File: src/rtl/boot_fetch_bridge.sv
// Boot fetch bridge: turns one 16-byte line fetch from the core into two
// 8-byte boot-ROM reads, with timeout, kill and drain handling.
module boot_fetch_bridge #(
  parameter int TIMEOUT_CYCLES = 64
) (
  input  logic         clk,
  input  logic         rstn,
  input  logic         req_valid_i,
  input  logic [23:0]  req_addr_i,
  output logic         req_ready_o,
  input  logic         kill_i,
  output logic         resp_valid_o,
  output logic [127:0] resp_data_o,
  output logic         resp_err_o,
  input  logic         resp_ready_i,
  output logic [23:0]  brom_req_address_o,
  output logic         brom_req_valid_o,
  input  logic         brom_ready_i,
  input  logic [127:0] brom_resp_data_i,
  input  logic         brom_resp_valid_i
);

  localparam int CNT_W = $clog2(TIMEOUT_CYCLES + 1);
  localparam logic [CNT_W-1:0] CNT_LAST = CNT_W'(TIMEOUT_CYCLES - 1);

  typedef enum logic [2:0] {
    IDLE, REQ_LO, WAIT_LO, REQ_HI, WAIT_HI, RESP, DRAIN
  } state_t;

  state_t           state_reg, state_next;
  logic [19:0]      line_reg, line_next;
  logic [127:0]     data_reg, data_next;
  logic             err_reg, err_next;
  logic [CNT_W-1:0] cnt_reg, cnt_next;
  logic             timeout;
  logic             unused_rom_hi;

  // The ROM returns 8 bytes per read; the upper half of its bus carries nothing useful.
  assign unused_rom_hi = ^brom_resp_data_i[127:64];
  assign timeout       = (cnt_reg == CNT_LAST);
  assign resp_data_o   = data_reg;
  assign resp_err_o    = err_reg;

  always_comb begin
    state_next         = state_reg;
    line_next          = line_reg;
    data_next          = data_reg;
    err_next           = err_reg;
    cnt_next           = cnt_reg;
    req_ready_o        = 1'b0;
    resp_valid_o       = 1'b0;
    brom_req_valid_o   = 1'b0;
    brom_req_address_o = {line_reg, 4'h0};
    case (state_reg)
      IDLE: begin
        req_ready_o = rstn;
        if (req_valid_i) begin
          line_next  = req_addr_i[23:4];
          err_next   = 1'b0;
          state_next = REQ_LO;
        end
      end
      REQ_LO, REQ_HI: begin
        // The strobe follows brom_ready_i directly, so a kill in the same cycle
        // cannot retract it and the in-flight read has to be drained.
        brom_req_address_o = {line_reg, (state_reg == REQ_HI) ? 4'h8 : 4'h0};
        brom_req_valid_o   = brom_ready_i;
        cnt_next           = '0;
        if (kill_i)
          state_next = brom_ready_i ? DRAIN : IDLE;
        else if (brom_ready_i)
          state_next = (state_reg == REQ_LO) ? WAIT_LO : WAIT_HI;
      end
      WAIT_LO, WAIT_HI: begin
        cnt_next = cnt_reg + 1'b1;
        if (kill_i) begin
          cnt_next   = '0;
          state_next = brom_resp_valid_i ? IDLE : DRAIN;
        end else if (brom_resp_valid_i) begin
          if (state_reg == WAIT_LO) begin
            data_next[63:0] = brom_resp_data_i[63:0];
            state_next      = REQ_HI;
          end else begin
            data_next[127:64] = brom_resp_data_i[63:0];
            state_next        = RESP;
          end
        end else if (timeout) begin
          data_next  = '0;
          err_next   = 1'b1;
          state_next = RESP;
        end
      end
      RESP: begin
        resp_valid_o = 1'b1;
        if (kill_i || resp_ready_i)
          state_next = IDLE;
      end
      DRAIN: begin
        // Counter restarts on entry so a lost response cannot wedge the bridge.
        cnt_next = cnt_reg + 1'b1;
        if (brom_resp_valid_i || timeout)
          state_next = IDLE;
      end
      default: state_next = IDLE;
    endcase
  end

  always_ff @(posedge clk or negedge rstn) begin
    if (!rstn) begin
      state_reg <= IDLE;
      line_reg  <= '0;
      data_reg  <= '0;
      err_reg   <= 1'b0;
      cnt_reg   <= '0;
    end else begin
      state_reg <= state_next;
      line_reg  <= line_next;
      data_reg  <= data_next;
      err_reg   <= err_next;
      cnt_reg   <= cnt_next;
    end
  end

endmodule

File: config.mk
export PLATFORM = sky130hd
export DESIGN_NAME = boot_fetch_bridge
export DESIGN_NICKNAME = d
export VERILOG_FILES = /design/src/rtl/boot_fetch_bridge.sv
export SDC_FILE = /design/constraint.sdc
export NUM_CORES = 1
export LEC_CHECK = 0
export BUFFER_PORTS_ARGS = -buffer_cell sky130_fd_sc_hd__buf_2
export CAP_MARGIN = 20
export CORE_MARGIN = 2
export CORE_UTILIZATION = 50
export CTS_CLUSTER_SIZE = 14
export DETAILED_ROUTE_END_ITERATION = 10
export GPL_ROUTABILITY_DRIVEN = 1
export PLACE_DENSITY_LB_ADDON = 0.25
export SLEW_MARGIN = 20
export SYNTH_ARGS = -nofsm -noshare
export SYNTH_HDL_FRONTEND = slang
export SYNTH_SLANG_ARGS = --single-unit
File: constraint.sdc
create_clock -name clk -period 4.37 [get_ports clk]
set_clock_uncertainty 0.2 [all_clocks]
set_input_delay 0.874 -clock clk [delete_from_list [all_inputs] [get_ports clk]]
set_output_delay 0.874 -clock clk [all_outputs]
set_load 0.005 [all_outputs]
==> results.tsv, run 1 <==
stage	metric	value	unit
run_status	outcome	complete, no violations	
power_and_ir_drop	netSwitchingFraction	0.320	
synth	ys_dominant_reg_cell	dfrtp_1	
power_and_ir_drop	combPwrFrac	0.313	
layout	antenna_cells	0	
setup_path	rrSetupSlack	1700	ps
clocking	clkTransAtPathRegs	60	ps
synth	synthDistinctLibCells	36	
floorplanning	core-area	13800	sq um
clocking	cts_tree	done	
timing	rsz0062_at_grt	false	
power_and_ir_drop	peakVddDrop	0.000435	V
timing	tns	0	ps
place	place_worst_setup_slack	1400	ps
clocking	clkSinkCount	159	
routing	drcViolationCount	0	
setup_path	crit_chain	nor3_1 -> and2_1 -> buf_2	
synth	netlist_area	7050	sq um
synth	yosysTopAreaCell	dfrtp_1	
routing	dr.pass1.iters	5	
power_and_ir_drop	p_int	3890	uW
timing	slew_headroom	0.383	
place	dpl.hpwl	10800	um
layout	largest_reg_flops	128	
synth	synthTopCellsByArea	dfrtp_1 56%, nand2_1 7.4%, o21ai_0 5.8%	
routing	routed_wl	15900	um
synth	yosysTopAreaCellShare	0.564	
layout	post_route_cells_drive_above_1_share	0.419	
place	io_buffers	243	
routing	wire_per_inst	14.4	um
clocking	clk_latency	410	ps
setup_path	path_max_fanout	18	
timing	min_period_over_period	0.636	
timing	setup_violations	0	
timing	fin_crit	2780	ps
setup_path	arrival	1710	ps
setup_path	max_stage_delay	560	ps
synth	synth_cells	694	
layout	area_delta_synth_final	25.6	%
floorplanning	std_cell_rows	43	
setup_path	crit_required	3300	ps
routing	ant_nets	0	
setup_path	end_kind	output pin	
place	place_congestion	0.850	
timing	worst_slack	1590	ps
routing	vias	5469	
grt	grtUsageTotal	0.213	
job	cap_violations	0	
synth	syn_avg_cell_area	10.2	sq um
clocking	h-tree-depth	4	
synth	seq_area_frac_synth	0.564	
layout	layout_common_cells	241 x buf_2, 159 x dfrtp_1, 139 x nand2_1	
floorplanning	start_util	0.510	
routing	viasPerCell	4.95	
clocking	cts_setup_buffers	0	
grt	grt_remaining_overflow	0	
power_and_ir_drop	p_switching	1830	uW
synth	ys_ff_latch	159	
floorplanning	chipHeight	123	um
setup_path	path_delay_family	simple AND/OR/NAND/NOR gates	
grt	grt_first_pass_wirelength	25200	um
grt	grt_pass1_vias	5010	
synth	yosys_warnings	0	
power_and_ir_drop	power_density	645	nW/um^2
floorplanning	dieWidth	123	um
clocking	cts_resized	0	
setup_path	cp_slowest_cell	dfrtp_1	
grt	grt_start_max_net_pins	103	
timing	slew_violations	0	
timing	worst_slew_pin_slew	925	ps
timing	hold_viol	0	
setup_path	crit_buf_inv	1	
setup_path	crit_type	reg -> out	
synth	synthArstFlopShare	1.00	
worst_hold_path	hold_path_class	in -> async	
clocking	numCtsBuffers	17	
clocking	root_buffer	clkbuf_16	
floorplanning	pin_count	315	
power_and_ir_drop	p_clk_frac	0.260	
routing	drt_iter0_drc	369	
clocking	cts-hold-fix-buffers	0	
clocking	clockBufferDepth	2	
timing	fmax	360	MHz
setup_path	cp-start-kind	register	
grt	antenna_found_initial	0	
floorplanning	dieArea	15100	sq um
layout	layout_commonest_cell	buf_2	
layout	nets	1071	
power_and_ir_drop	power.leakage	0.00447	uW
synth	synth-edff-count	0	
power_and_ir_drop	pwr-share-seq	0.427	
[logic make-up (layout without fill, tap and decap cells)]
logic type,Yosys count,count (layout),share of synthesized area
flops,159,159,0.564
simple gates,234,234,0.172
fa+ha+maj,1,1,0.00177
buf+inv,122,350,0.0877
compound gates,148,148,0.129
mux,23,23,0.0367
other cells,1,3,0.000532
xor+xnor,6,6,0.00745
[final timing paths]
| path | start | endpoint | depth (start not counted) |
|---|---|---|---|
| worst max-delay path | state_reg[0] | req_ready_o | 3 |
| worst min-delay path | rstn | resp_data_o[12] | 1 |
| min in group clk | resp_data_o[53] | resp_data_o[53] | 2 |
| max in group asynchronous | rstn | resp_data_o[88] | 2 |
| worst min register to register | resp_data_o[53] | resp_data_o[53] | 2 |
| worst max register to register | state_reg[1] | resp_data_o[2] | 6 |
[metal layers]
metal  GRT usage  up-vias  routed length [um]
met3      0.0618       21                1170
met2       0.330      184                7650
met1       0.287     2569                6810
met5           0        -                   0
li1            -     2695                   -
met4      0.0769        0                 299
[stage by stage]
step / total power (uW) / std cells / cell area (sq um) / hold WS [ps] / utilization
after global routing: 6140 / 1104 / 8860 / 257 / 0.641
after CTS: 5790 / 1104 / 8860 / 235 / 0.641
after global placement: 4220 / 1072 / 8250 / 256 / 0.597
after detailed placement: 4280 / 1072 / 8250 / 265 / 0.597
after floorplan: 3410 / 696 / 7060 / 268 / -
final: 5720 / 1104 / 8860 / 227 / 0.641
[synthesized netlist by cell type (3+ instances only)]
master and number:
a21oi_1 5, buf_12 4, buf_2 13, buf_4 5, buf_6 8, clkbuf_1 24
dfrtp_1 159, inv_1 68, mux2_2 23, nand2_1 139, nand3_1 28, nand3_2 40
nor2_1 11, nor3_1 3, o21ai_0 81, o21ai_1 15, o21ai_2 40, xnor2_1 4
[power groups by stage]
stage / Clock [uW] / Combinational, uW / Sequential (uW)
after floorplan: 0 / 929 / 2480
after global routing: 1590 / 2030 / 2520
after global placement: 0 / 1780 / 2440
final: 1490 / 1790 / 2440
after detailed placement: 0 / 1820 / 2460
after CTS: 1520 / 1820 / 2440
[layout make-up]
cell class	count	area (sq um)
Clock buffer	23	498
Clock inverter	9	106
Fill cell	1168	4970
Inverter	68	255
Multi-Input combinational cell	415	2480
Sequential cell	159	3980
Tap cell	180	225
Timing Repair Buffer	250	1320
Power figures use the tool's default switching activity.
==> run 2, diff against run 1 <==
--- a/config.mk
+++ b/config.mk
@@ -5,10 +5,11 @@
 export SDC_FILE = /design/constraint.sdc
 export NUM_CORES = 1
 export LEC_CHECK = 0
+export ABC_AREA = 1
 export BUFFER_PORTS_ARGS = -buffer_cell sky130_fd_sc_hd__buf_2
 export CAP_MARGIN = 20
 export CORE_MARGIN = 2
-export CORE_UTILIZATION = 50
+export CORE_UTILIZATION = 47
 export CTS_CLUSTER_SIZE = 14
 export DETAILED_ROUTE_END_ITERATION = 10
 export GPL_ROUTABILITY_DRIVEN = 1
==> constraint.sdc (replaced) <==
create_clock -name clk -period 2.7 [get_ports clk]
set_clock_uncertainty 0.2 [all_clocks]
set_input_delay 0.54 -clock clk [delete_from_list [all_inputs] [get_ports clk]]
set_output_delay 0.54 -clock clk [all_outputs]
set_load 0.005 [all_outputs]
==> run 2 against run 1 <==
Compared with the run above:
- area after synthesis shrank 2.2%
- non-clock buffer count is the same
- synthesized cell count shrank 0.58%
- power grew 59%
- core utilization shrank 3.9 points
- sequential power grew 52%
- flip-flop and latch count is the same
- die area grew 3.9%
- critical endpoint is now resp_data_o[7]
- largest cell class unchanged
- largest power group unchanged
==> results.tsv, run 2 <==
stage	metric	value	unit	change
clocking	clockBufferDepth	2		unchanged
timing	worst_slack	461	ps	-1130 ps
job	cap_violations	0		unchanged
setup_path	crit_buf_inv	2		+1
synth	syn_avg_cell_area	9.99	sq um	-1.7%
synth	yosysTopAreaCellShare	0.577		+0.0128
layout	largest_reg_flops	128		unchanged
synth	synth.most_common_cell	nand2_1		
place	place_congestion	0.823		-3.2%
clocking	cts_tree	done		
clocking	cts_setup_buffers	0		unchanged
power_and_ir_drop	power.leakage	0.00468	uW	+4.6%
setup_path	r2r_start	state_reg[1]		
grt	grt_pass1_vias	5104		+1.9%
power_and_ir_drop	combPwrFrac	0.323		+0.010
routing	vias	5389		-1.5%
floorplanning	dieWidth	125	um	+1.9%
synth	seq_area_frac_synth	0.577		+0.0128
layout	post_route_cells_drive_above_1_share	0.437		+0.0177
layout	layout_common_cells	286 x nand2_1, 242 x buf_2, 159 x dfrtp_1		
setup_path	path_max_fanout	128		+110
timing	rsz0062_at_grt	false		
power_and_ir_drop	power_density	1050	nW/um^2	+63%
place	dpl.hpwl	10400	um	-3.4%
floorplanning	core-area	14400	sq um	+4.3%
synth	yosys_warnings	0		unchanged
timing	hold_viol	0		unchanged
clocking	cts-hold-fix-buffers	0		unchanged
clocking	h-tree-depth	4		unchanged
power_and_ir_drop	netSwitchingFraction	0.340		+0.0195
power_and_ir_drop	p_switching	3090	uW	+69%
synth	yosysTopAreaCell	dfrtp_1		
clocking	clk_latency	420	ps	about the same
power_and_ir_drop	p_int	6020	uW	+55%
place	place_worst_setup_slack	558	ps	-845 ps
setup_path	cp-start-kind	register		
setup_path	path_delay_family	simple AND/OR/NAND/NOR gates		
clocking	cts_resized	0		unchanged
setup_path	crit_required	2850	ps	-450 ps
setup_path	max_stage_delay	530	ps	-30 ps
synth	netlist_area	6890	sq um	-2.2%
layout	nets	1077		+0.56%
setup_path	reg2reg_depth	8		+2
synth	ys_ff_latch	159		unchanged
synth	synthArstFlopShare	1.00		unchanged
setup_path	crit_type	reg -> reg		
floorplanning	chipHeight	125	um	+1.9%
setup_path	arrival	2390	ps	+680 ps
routing	ant_nets	0		unchanged
setup_path	cp_slowest_cell	dfrtp_1		
power_and_ir_drop	pwr-share-seq	0.408		-0.019
worst_hold_path	hold_path_class	in -> async		
routing	viasPerCell	4.83		-2.5%
setup_path	cpMostUsedCell	nand2_1		
floorplanning	start_util	0.478		-0.0319
synth	ys_dominant_reg_cell	dfrtp_1		
timing	slew_violations	0		unchanged
timing	setup_violations	0		unchanged
clocking	root_buffer	clkbuf_16		
synth	synth-edff-count	0		unchanged
timing	slew_headroom	0.442		+0.0588
timing	fmax	447	MHz	
clocking	clkSinkCount	159		unchanged
routing	routed_wl	15700	um	-1.2%
floorplanning	dieArea	15700	sq um	+3.9%
routing	drt_iter0_drc	356		-3.5%
clocking	clkTransAtPathRegs	70	ps	about the same
layout	final_util	0.602		-0.0388
floorplanning	pin_count	315		unchanged
setup_path	end_kind	register		
routing	drcViolationCount	0		unchanged
grt	antenna_found_initial	1		+1
floorplanning	std_cell_rows	44		+2.3%
clocking	numCtsBuffers	17		unchanged
routing	dr.pass1.iters	4		-1
place	io_buffers	243		unchanged
grt	grt_start_max_net_pins	160		+55%
setup_path	r2r_end	resp_data_o[7]		
timing	worst_slew_pin_slew	837	ps	-88.2 ps
setup_path	crit_chain	clkinv_2 -> nand2_1 -> nand2_1 -> nand3_2 -> nand3b_4 -> buf_12 -> nand2_1 -> o21ai_2		
power_and_ir_drop	p_clk_frac	0.269		+0.009
setup_path	startpoint	state_reg[1]		
power_and_ir_drop	total_power	9110	uW	+59%
grt	grt_remaining_overflow	0		unchanged
routing	wire_per_inst	14.1	um	-2.2%
grt	grtUsageTotal	0.207		-0.00685
layout	fillers	1261		+8.0%
timing	fin_crit	2240	ps	
timing	tns	0	ps	unchanged
grt	grt_first_pass_wirelength	26100	um	+3.3%
layout	area_delta_synth_final	25.9	%	
setup_path	rrSetupSlack	460	ps	-1240 ps
synth	synthTopCellsByArea	dfrtp_1 58%, nand2_1 16%, o21ai_2 15%		
synth	netlist_top_cells_count	286 x nand2_1, 159 x dfrtp_1, 116 x o21ai_2		
synth	synth_cells	690		-0.58%
power_and_ir_drop	peakVddDrop	0.000619	V	+42%
layout	layout_commonest_cell	nand2_1		
timing	min_period_over_period	0.829		
run_status	outcome	complete, no violations		
synth	synthDistinctLibCells	26		-28%
## run 2: cell count changes after synthesis, moves of 10 or more
cell / before / now
clkbuf_1: 24 / 10
buf_6: 8 / 27
mux2_2: 23 / 0
o21ai_0: 81 / 3
o21ai_2: 40 / 116
nand3_1: 28 / 8
nand3_2: 40 / 1
nand2_1: 139 / 286
buf_2: 13 / 3
inv_1: 68 / 15
## run 2: power groups by stage
stage	sequential, uW	clock, uW	combinational [uW]
after floorplan	3800	0	1720
after global placement	3720	0	2930
after detailed placement	3740	0	2980
after CTS	3720	2510	2990
after global routing	3820	2620	3320
final	3720	2450	2940
## run 2: metrics by stage
| step | area (sq um) | hold WS (ps) | cells |
|---|---|---|---|
| finish | 8680 | 83.0 | 1116 |
| global route | 8680 | 107 | 1115 |
| CTS | 8670 | 92.7 | 1114 |
| detailed placement | 8070 | 253 | 1082 |
| global placement | 8070 | 250 | 1082 |
| floorplan | 6900 | 44.4 | 692 |
## run 2: kinds of logic (layout without fill, tap and decap cells)
logic type,after synthesis,after routing,synth area share
adder cells (fa/ha/maj),1,1,0.00181
AND/OR/NAND/NOR,326,326,0.186
other,1,5,0.000544
XOR/XNOR,1,1,0.00127
buffers and inverters,62,300,0.0661
AO/OA/AOI/OAI,140,140,0.167
flip-flops,159,159,0.577
## run 2: worst max path at each step
stage,endpoint,cells past startpoint
after global placement,resp_data_o[36],8
after global routing,resp_data_o[56],8
after floorplan,resp_data_o[3],8
final,resp_data_o[7],8
after detailed placement,resp_data_o[67],8
after CTS,resp_data_o[46],8
## run 2: final cells by class
| cell class | instances | area (sq um) | area share |
|---|---|---|---|
| Tap cell | 184 | 230 | 0.0265 |
| Multi-Input combinational cell | 471 | 2480 | 0.286 |
| Antenna cell | 2 | 5.00 | 0.000577 |
| Clock inverter | 12 | 158 | 0.0182 |
| Clock buffer | 20 | 447 | 0.0515 |
| Timing Repair Buffer | 250 | 1310 | 0.151 |
| Sequential cell | 159 | 3980 | 0.458 |
| Inverter | 18 | 68.8 | 0.00793 |
## run 2: layer usage
| layer | vias to the layer above | part of all wire | track usage |
|---|---|---|---|
| met2 | 196 | 0.45 | 0.301 |
| li1 | 2675 | - | - |
| met4 | 0 | 0.020 | 0.0804 |
| met3 | 27 | 0.073 | 0.0638 |
| met1 | 2491 | 0.46 | 0.292 |
| met5 | - | 0 | 0 |
